--- src/rtl/tag_slot_sequencer_pkg.sv ---
// tag_slot_sequencer_pkg: slot geometry and FSM encoding shared by the time-tagging capture path
package tag_slot_sequencer_pkg;
    localparam int SLOT_N = 4;
    localparam int SLOT_W = 2;
    typedef enum logic {
        IDLE = 1'b0,
        HOLD = 1'b1
    } state_t;
endpackage

--- src/rtl/tag_slot_sequencer_if.sv ---
// tag_slot_sequencer_if: trigger/readout bus between the sequencer and its environment
interface tag_slot_sequencer_if #(
    parameter int OVF_W = 16
);
    import tag_slot_sequencer_pkg::*;
    logic              trig_in;
    logic              rd_ack;
    logic              ovf_clr;
    logic [SLOT_W-1:0] slot_sel;
    logic              slot_valid;
    logic [SLOT_W-1:0] rd_slot;
    logic              rd_valid;
    logic              full;
    logic [2:0]        occupancy;
    logic              busy;
    logic [OVF_W-1:0]  ovf_cnt;
    modport master (
        output trig_in, rd_ack, ovf_clr,
        input  slot_sel, slot_valid, rd_slot, rd_valid, full, occupancy, busy, ovf_cnt
    );
    modport slave (
        input  trig_in, rd_ack, ovf_clr,
        output slot_sel, slot_valid, rd_slot, rd_valid, full, occupancy, busy, ovf_cnt
    );
endinterface

--- src/rtl/tag_slot_sequencer_holdoff_timer.sv ---
// tag_holdoff_timer: dead-time down-counter, busy for HOLDOFF cycles after start
module tag_holdoff_timer #(
    parameter int HOLDOFF = 4
) (
    input  logic clk,
    input  logic reset,
    input  logic start,
    output logic busy,
    output logic last
);
    localparam int CW = HOLDOFF > 0 ? $clog2(HOLDOFF + 1) : 1;
    logic [CW-1:0] cnt_q, cnt_d;
    logic          busy_q, busy_d;
    always_comb begin
        cnt_d  = start ? CW'(HOLDOFF) : (cnt_q != '0) ? cnt_q - 1'b1 : cnt_q;
        busy_d = cnt_d != '0;
    end
    always_ff @(posedge clk or posedge reset) begin
        if (reset) begin
            cnt_q  <= '0;
            busy_q <= 1'b0;
        end else begin
            cnt_q  <= cnt_d;
            busy_q <= busy_d;
        end
    end
    assign busy = busy_q;
    assign last = cnt_q == CW'(1);
endmodule

--- src/rtl/tag_slot_sequencer.sv ---
// tag_slot_sequencer: round-robin assignment of trigger edges to four capture slots with in-order readout
module tag_slot_sequencer
    import tag_slot_sequencer_pkg::*;
#(
    parameter int HOLDOFF = 4,
    parameter int OVF_W   = 16
) (
    input  logic clk,
    input  logic reset,
    tag_slot_sequencer_if.slave bus
);
    state_t            state_q, state_d;
    logic              trig_q;
    logic [SLOT_W-1:0] wr_ptr_q, wr_ptr_d;
    logic [SLOT_W-1:0] rd_ptr_q, rd_ptr_d;
    logic [SLOT_W-1:0] slot_sel_q, slot_sel_d;
    logic              slot_valid_q, slot_valid_d;
    logic [2:0]        occ_q, occ_d;
    logic              full_q, full_d;
    logic              rd_valid_q, rd_valid_d;
    logic [OVF_W-1:0]  ovf_q, ovf_d;
    logic              trig_edge, accept, lost, ack, hold_busy, hold_last;
    tag_holdoff_timer #(.HOLDOFF(HOLDOFF)) u_holdoff (
        .clk   (clk),
        .reset (reset),
        .start (accept),
        .busy  (hold_busy),
        .last  (hold_last)
    );
    // full is the registered value, so an ack in the same cycle cannot make room
    always_comb begin
        trig_edge    = bus.trig_in & ~trig_q;
        accept       = trig_edge & (state_q == IDLE) & ~full_q;
        lost         = trig_edge & ~accept;
        ack          = bus.rd_ack & rd_valid_q;
        state_d      = (state_q == IDLE) ? ((accept && HOLDOFF > 0) ? HOLD : IDLE)
                                         : (hold_last ? IDLE : HOLD);
        wr_ptr_d     = wr_ptr_q + SLOT_W'(accept);
        rd_ptr_d     = rd_ptr_q + SLOT_W'(ack);
        slot_sel_d   = accept ? wr_ptr_q : slot_sel_q;
        slot_valid_d = accept;
        occ_d        = occ_q + 3'(accept) - 3'(ack);
        full_d       = occ_d == 3'(SLOT_N);
        rd_valid_d   = occ_d != 3'd0;
        ovf_d        = bus.ovf_clr ? OVF_W'(lost)
                     : (lost && ovf_q != '1) ? ovf_q + 1'b1 : ovf_q;
    end
    always_ff @(posedge clk or posedge reset) begin
        if (reset) begin
            state_q      <= IDLE;
            trig_q       <= 1'b0;
            wr_ptr_q     <= '0;
            rd_ptr_q     <= '0;
            slot_sel_q   <= '0;
            slot_valid_q <= 1'b0;
            occ_q        <= '0;
            full_q       <= 1'b0;
            rd_valid_q   <= 1'b0;
            ovf_q        <= '0;
        end else begin
            state_q      <= state_d;
            trig_q       <= bus.trig_in;
            wr_ptr_q     <= wr_ptr_d;
            rd_ptr_q     <= rd_ptr_d;
            slot_sel_q   <= slot_sel_d;
            slot_valid_q <= slot_valid_d;
            occ_q        <= occ_d;
            full_q       <= full_d;
            rd_valid_q   <= rd_valid_d;
            ovf_q        <= ovf_d;
        end
    end
    assign bus.slot_sel   = slot_sel_q;
    assign bus.slot_valid = slot_valid_q;
    assign bus.rd_slot    = rd_ptr_q;
    assign bus.rd_valid   = rd_valid_q;
    assign bus.full       = full_q;
    assign bus.occupancy  = occ_q;
    assign bus.busy       = hold_busy;
    assign bus.ovf_cnt    = ovf_q;
endmodule

--- src/flat_wrapper.sv ---
// flat-port wrapper written by rule: the top's interface ports become plain ports
module tag_slot_sequencer_flat import tag_slot_sequencer_pkg::*;
#(
    parameter int HOLDOFF = 4,
    parameter int OVF_W   = 16
)
  (clk, reset, bus_trig_in, bus_rd_ack, bus_ovf_clr, bus_slot_sel, bus_slot_valid, bus_rd_slot, bus_rd_valid, bus_full, bus_occupancy, bus_busy, bus_ovf_cnt);
  tag_slot_sequencer_if #(.OVF_W(OVF_W)) bus_i ();
  input  logic clk;
  input  logic reset;
  input wire logic [$bits(bus_i.trig_in)-1:0] bus_trig_in;
  input wire logic [$bits(bus_i.rd_ack)-1:0] bus_rd_ack;
  input wire logic [$bits(bus_i.ovf_clr)-1:0] bus_ovf_clr;
  output wire logic [$bits(bus_i.slot_sel)-1:0] bus_slot_sel;
  output wire logic [$bits(bus_i.slot_valid)-1:0] bus_slot_valid;
  output wire logic [$bits(bus_i.rd_slot)-1:0] bus_rd_slot;
  output wire logic [$bits(bus_i.rd_valid)-1:0] bus_rd_valid;
  output wire logic [$bits(bus_i.full)-1:0] bus_full;
  output wire logic [$bits(bus_i.occupancy)-1:0] bus_occupancy;
  output wire logic [$bits(bus_i.busy)-1:0] bus_busy;
  output wire logic [$bits(bus_i.ovf_cnt)-1:0] bus_ovf_cnt;
  assign bus_i.trig_in = bus_trig_in;
  assign bus_i.rd_ack = bus_rd_ack;
  assign bus_i.ovf_clr = bus_ovf_clr;
  assign bus_slot_sel = bus_i.slot_sel;
  assign bus_slot_valid = bus_i.slot_valid;
  assign bus_rd_slot = bus_i.rd_slot;
  assign bus_rd_valid = bus_i.rd_valid;
  assign bus_full = bus_i.full;
  assign bus_occupancy = bus_i.occupancy;
  assign bus_busy = bus_i.busy;
  assign bus_ovf_cnt = bus_i.ovf_cnt;
  tag_slot_sequencer #(.HOLDOFF(HOLDOFF), .OVF_W(OVF_W)) u_core (.clk(clk), .reset(reset), .bus(bus_i));
endmodule
--- config.mk ---
export PLATFORM = sky130hd
export DESIGN_NAME = tag_slot_sequencer_flat
export DESIGN_NICKNAME = d
export VERILOG_FILES = /design/src/rtl/tag_slot_sequencer_pkg.sv /design/src/rtl/tag_slot_sequencer_if.sv /design/src/rtl/tag_slot_sequencer_holdoff_timer.sv /design/src/rtl/tag_slot_sequencer.sv /design/src/flat_wrapper.sv
export SDC_FILE = /design/constraint.sdc
export NUM_CORES = 1
export LEC_CHECK = 0
export CORE_MARGIN = 2
export CORE_UTILIZATION = 40
export DETAILED_ROUTE_END_ITERATION = 8
export GPL_ROUTABILITY_DRIVEN = 0
export SLEW_MARGIN = 40
export SYNTH_ARGS = -nofsm -noshare
export SYNTH_HDL_FRONTEND = slang
export SYNTH_SLANG_ARGS = --single-unit
--- constraint.sdc ---
create_clock -name clk -period 3.6 [get_ports clk]
set_clock_uncertainty 0.15 [all_clocks]
set_input_delay 0.36 -clock clk [delete_from_list [all_inputs] [get_ports clk]]
set_output_delay 0.36 -clock clk [all_outputs]
set_load 0.02 [all_outputs]
==> results of run 1 <==
## through the flow
step / util / hold slack [ns]
after floorplan: - / 0.2414
after global placement: 0.5062 / 0.2974
after detailed placement: 0.5062 / 0.3138
after CTS: 0.5342 / 0.3254
after global routing: 0.5363 / 0.3428
final: 0.5363 / 0.3154
## worst register-to-register path: stages, from the launching register on
cell and delay (ns):
dfrtp_1 0.37, or2_2 0.39, nor2_1 0.47, ha_1 0.27, fa_1 0.45, or3_1 0.38
## cells by family (layout without fill, tap and decap cells)
| family | count (synthesis) | in the layout | share of synthesized area |
|---|---|---|---|
| DFF | 34 | 34 | 0.5071 |
| xor gates and xnor gates | 6 | 6 | 0.03132 |
| buffers and inverters | 16 | 51 | 0.03802 |
| adders and majority gates | 8 | 8 | 0.06413 |
| AOI/OAI and AO/OA | 35 | 35 | 0.1298 |
| and+or+nand+nor | 59 | 59 | 0.2103 |
| muxes | 3 | 3 | 0.01939 |
## sequential cells by signal, summed over array words and instances, names as in the netlist
signal / cells
u_core.bus.full: 1
u_core.bus.occupancy: 3
u_core.bus.ovf_cnt: 16
u_core.bus.rd_slot: 2
u_core.bus.rd_valid: 1
u_core.bus.slot_sel: 2
u_core.bus.slot_valid: 1
u_core.state_q: 1
u_core.trig_q: 1
u_core.u_holdoff.busy: 1
u_core.u_holdoff.cnt_q: 3
u_core.wr_ptr_q: 2
## power by group
| part | switching (W) | internal [W] |
|---|---|---|
| sequential | 0.0000601 | 0.000480 |
| combinational | 0.000262 | 0.000239 |
| clock | 0.000137 | 0.000221 |
## cell type report
cell class	instances	area [um^2]	share of cell area
clock inverter	1	30.03	0.01390
timing repair buffer	32	317.8	0.1471
inverter	12	45.04	0.02085
tap	50	62.56	0.02895
clock buffer	6	82.58	0.03822
multi-input combinational	111	772.0	0.3573
sequential	34	850.8	0.3937
## worst max path at each step
| stage | end | slack [ns] | cells after the start |
|---|---|---|---|
| after global placement | u_core.bus.rd_valid | 0.94 | 6 |
| final | u_core.bus.rd_valid | 1.01 | 5 |
| after global routing | u_core.bus.rd_valid | 0.88 | 5 |
| after detailed placement | u_core.bus.rd_valid | 0.82 | 6 |
| after floorplan | u_core.bus.rd_valid | 1.08 | 6 |
| after CTS | u_core.bus.rd_valid | 0.97 | 5 |
## cell usage after synthesis, drive strengths merged (3+ instances only)
master,n,area (um^2)
and3,3,18.77
buf,3,15.01
o31ai,7,52.55
nor2,5,18.77
or2,5,31.28
dfrtp,34,850.8
or3,7,43.79
or4,5,37.54
nand4,6,50.04
inv,12,45.04
o21ai,8,40.04
nand3,5,25.02
nor3,3,15.01
nand2,12,45.04
ha,7,87.58
a21oi,12,60.06
xnor2,4,35.03
## routing by layer
metal / track usage / routed length, um / part of all wire / vias to the layer above
li1: - / - / - / 657
met1: 0.2191 / 1586 / 0.47 / 628
met2: 0.2608 / 1578 / 0.46 / 43
met3: 0.05195 / 195 / 0.057 / 5
met4: 0.07353 / 48 / 0.014 / 0
met5: 0 / 0 / 0 / -
==> run_results.csv, run 1 <==
group,metric,value,unit
status,outcome,"complete, no violations",
setup_path,critical-path-top-delay-family,"simple AND/OR/NAND/NOR gates",
logic_synthesis,synth_area,0.001678,mm^2
timing,setup_viol,0,
cts,postCtsHoldBufs,0,
cts,cts_sinks,34,
global_route,grt_pass1_vias,1290,
final_layout,fill_cells,378,
cts,clkLatencyLatePin,0.29,ns
placement,dp_slack,0.8209,ns
setup_path,crit_buf_inv,0,
route,drt_iter0_drc,109,
route,wl_per_cell,13.85,um
logic_synthesis,synth_cell_type_count,36,
route,num_vias,1333,
logic_synthesis,synth-seq-cells,34,
placement,placed_cells,239,
route,drc,0,
cts,numCtsBuffers,5,
setup_path,worstRegToRegCells,5,
timing,fin_crit,2.591,ns
final_layout,num_antenna_cells,0,
placement,hpwl,2449,um
cts,cts_tree,"built",
route,drtPass1Iterations,4,
logic_synthesis,synth_nets,174,
setup_path,worstSetupStartpointType,"flop",
logic_synthesis,ys.flop_type,"dfrtp_1",
timing,max_freq,0.3859,GHz
setup_path,cp-end-kind,"flop",
logic_synthesis,synth_warnings,0,
logic_synthesis,synth_edf_count,0,
die,rows,23,
timing,rsz0062_at_grt,"no",
final_layout,stdcell_area,0.002161,mm^2
setup_path,r2r_start,"u_core.bus.full",
setup_path,crit_required,3.62,ns
die,io-pin-count,32,
die,die-width,68.77,um
cts,postCtsSetupBuffers,0,
setup_path,crit_arrival,2.61,ns
min_path,hp-class,"in2async",
final_layout,instances_no_fill,246,
global_route,gr-usage-all-layers,0.1690,
timing,slew_headroom,0.5941,
timing,drv_slew,0,
logic_synthesis,netlist_instances,161,
setup_path,regToRegSetupSlack,1.01,ns
final_layout,nets,209,
route,avgViaCountPerCell,5.419,
global_route,globalRoute.totalOverflow,0,
placement,io_buffers,31,
final_layout,area_growth,28.78,%
logic_synthesis,syn_area_per_cell,10.42,um^2
power,powerDensity,647.7,mW/mm^2
cts,clkTransAtPathRegs,0.07,ns
placement,dpl_cell_area,0.002039,mm^2
final_layout,final_common_cell,"dfrtp_1",
setup_path,path_max_fanout,9,
die,die_h,68.77,um
cts,clockBufferDepth,2,
setup_path,cpPeakStageDelay,0.47,ns
die,dieArea,0.004729,mm^2
power,leakagePower,0.9220,nW
setup_path,crit_path_start,"u_core.bus.full",
global_route,grt_max_degree,35,
global_route,grt_pass1_wl,5865,um
cts,cts_root_buf,"clkbuf_8",
global_route,antenna_found_initial,0,
cts,ctsResizeCount,0,
setup_path,slowest_stage,"nor2_1",
die,fp.coreArea,0.004029,mm^2
flow_run,maxCapViolCount,0,
power,ir_drop,410.9,uV
timing,finalWorstSetupSlack,1.009,ns
die,initial_core_util,0.4165,
final_layout,drive_gt1_frac,0.09184,
timing,tightest_slew,0.6063,ns
timing,hold_viol_final,0,
logic_synthesis,ys_seq_area_frac,0.5071,
route,drt_wl_total,3408,um
power,power.total,0.001400,W
timing,post-route-period-util,0.7198,
setup_path,rr_endpoint,"u_core.bus.rd_valid",
setup_path,path_class,"reg2reg",
final_layout,most-common-layout-cells,"dfrtp_1 (34), clkdlybuf4s50_1 (31), a21oi_1 (12), nand2_1 (12), inv_1 (12)",
timing,setup_tns,0,ns
setup_path,cp_cell_sequence,"or2_2, nor2_1, ha_1, fa_1, or3_1",
cts,htreeDepth,2,
route,drtAntennaViolNets,0,
logic_synthesis,async_flop_share,1.000,
No activity file was read; power rests on OpenSTA's default activity.
==> run 2, diff against run 1 <==
--- a/config.mk
+++ b/config.mk
@@ -9,6 +9,7 @@
 export CORE_UTILIZATION = 40
 export DETAILED_ROUTE_END_ITERATION = 8
 export GPL_ROUTABILITY_DRIVEN = 0
+export PLACE_DENSITY = 0.67
 export SLEW_MARGIN = 40
 export SYNTH_ARGS = -nofsm -noshare
 export SYNTH_HDL_FRONTEND = slang
==> constraint.sdc (replaced) <==
create_clock -name clk -period 2.1 [get_ports clk]
set_clock_uncertainty 0.15 [all_clocks]
set_input_delay 0.21 -clock clk [delete_from_list [all_inputs] [get_ports clk]]
set_output_delay 0.21 -clock clk [all_outputs]
set_load 0.02 [all_outputs]
==> run_results.csv, run 2 (synthesis gave the netlist of run 1 again) <==
group,metric,value,unit
setup_path,cp-end-kind,"flop",
cts,clockBufferDepth,2,
cts,htreeDepth,2,
final_layout,area_growth,37.21,%
route,wl_per_cell,14.03,um
die,dieArea,0.004729,mm^2
cts,clkLatencyLatePin,0.29,ns
timing,setup_viol,0,
die,fp.coreArea,0.004029,mm^2
die,die-width,68.77,um
setup_path,path_class,"reg2reg",
die,rows,23,
route,drt_iter0_drc,139,
global_route,grt_pass1_wl,5968,um
final_layout,nets,225,
cts,numCtsBuffers,5,
placement,dpl_cell_area,0.002170,mm^2
placement,hpwl,2645,um
global_route,antenna_found_initial,0,
timing,finalWorstSetupSlack,0.01927,ns
setup_path,crit_arrival,2.09,ns
timing,drv_slew,0,
power,ir_drop,1063,uV
final_layout,multiInputGateArea,808.3,um^2
route,drc,0,
timing,post-route-period-util,0.9908,
timing,slew_headroom,0.7141,
final_layout,most-common-layout-cells,"dfrtp_1 (32), clkdlybuf4s50_1 (31), buf_4 (17)",
final_layout,largest_reg_flops,16,
min_path,hp-class,"in2async",
setup_path,worstRegToRegCells,8,
placement,io_buffers,31,
flow_run,maxCapViolCount,0,
timing,hold_viol_final,0,
die,die_h,68.77,um
setup_path,path_max_fanout,3,
timing,fin_crit,2.081,ns
route,wl_met2,1941,um
route,avgViaCountPerCell,5.388,
final_layout,final_core_util,0.5714,
power,powerDensity,1144,mW/mm^2
global_route,grt_pass1_vias,1327,
final_layout,regArea,853.3,um^2
global_route,globalRoute.totalOverflow,0,
final_layout,final_common_cell,"dfrtp_1",
cts,cts_root_buf,"clkbuf_8",
final_layout,num_antenna_cells,0,
route,drt_wl_total,3690,um
cts,cts_sinks,34,
die,initial_core_util,0.4165,
cts,cts_tree,"built",
timing,rsz0062_at_grt,"yes",
setup_path,crit_required,2.11,ns
timing,max_freq,0.4806,GHz
final_layout,drive_gt1_frac,0.2019,
route,num_vias,1417,
route,drtPass1Iterations,4,
final_layout,fill_cells,364,
route,top_layer,"met4",
route,met3_length,215,um
power,leakagePower,0.9734,nW
status,outcome,"complete, no violations",
cts,clkTransAtPathRegs,0.08,ns
setup_path,worstSetupStartpointType,"flop",
global_route,grt_max_degree,35,
timing,tightest_slew,0.4289,ns
route,drtAntennaViolNets,0,
route,wl_met1,1499,um
placement,dp_slack,-0.3324,ns
timing,setup_tns,0,ns
final_layout,stdcell_area,0.002302,mm^2
global_route,gr-usage-all-layers,0.1698,
die,io-pin-count,32,
==> run 2: cell types whose count changed in the layout (fill, tap and decap cells not counted), sizes merged <==
cell	before	now
buf	1	17
bufinv	1	0
clkinv	0	1
clkinvlp	0	1
==> run 2: repair_timing <==
action                                  in CTS  in global routing
hold buffers                                 0                  0
endpoints found under the setup margin       1                  1
setup buffers                                0                  3
gates resized for setup                      2                  1
pin swaps                                    0                  5
==> run 2: where the power goes <==
part           switching (W)  leakage (nW)  internal [W]
Combinational       0.000560         0.493      0.000638
Clock               0.000243        0.0472      0.000263
Sequential          0.000105         0.433      0.000824
Total               0.000908         0.973       0.00173
==> run 2: per-layer routing <==
layer	GRT usage	up-vias
met3	0.04221	6
met1	0.2048	685
li1	-	683
met4	0.05147	0
met5	0	-
met2	0.2981	43
==> run 2: final cells by class <==
cell class / count / share of cell area
Timing Repair Buffer: 48 / 0.1902
Clock inverter: 2 / 0.005435
Multi-Input combinational cell: 111 / 0.3511
Sequential cell: 34 / 0.3707
Tap cell: 50 / 0.02717
Inverter: 12 / 0.01957
Clock buffer: 6 / 0.03587
==> run 2: stage by stage <==
| stage | hold WS (ns) | total power, W | cells |
|---|---|---|---|
| 6_report | 0.1619 | 0.002634 | 263 |
| 5_1_grt | 0.2156 | 0.002803 | 263 |
| 4_1_cts | 0.1740 | 0.002548 | 260 |
| 3_5_place_dp | 0.3060 | 0.001989 | 252 |
| 3_3_place_gp | 0.2992 | 0.001941 | 252 |
| 2_1_floorplan | 0.09143 | 0.001557 | 161 |
==> run 2: path summary, 6_finish.rpt <==
kind                                startpoint                    end  slack, ns
setup / recovery           u_core.bus.rd_valid    u_core.bus.rd_valid       0.02
hold / removal                           reset  u_core.bus.ovf_cnt[2]       0.16
setup reg to reg           u_core.bus.rd_valid    u_core.bus.rd_valid       0.02
hold reg to reg             u_core.wr_ptr_q[1]     u_core.wr_ptr_q[1]       0.32
max in group asynchronous                reset    u_core.bus.rd_valid       1.31
min in group clk                   bus_trig_in          u_core.trig_q       0.29
==> run 2: worst max-delay path, stage by stage, from the launching register on <==
cell and delay [ns]:
dfrtp_2 0.41, nand2_2 0.08, or2_4 0.14, nand2_4 0.05, ha_4 0.15, fa_2 0.36
xnor2_2 0.19, inv_1 0.08, or3_1 0.35
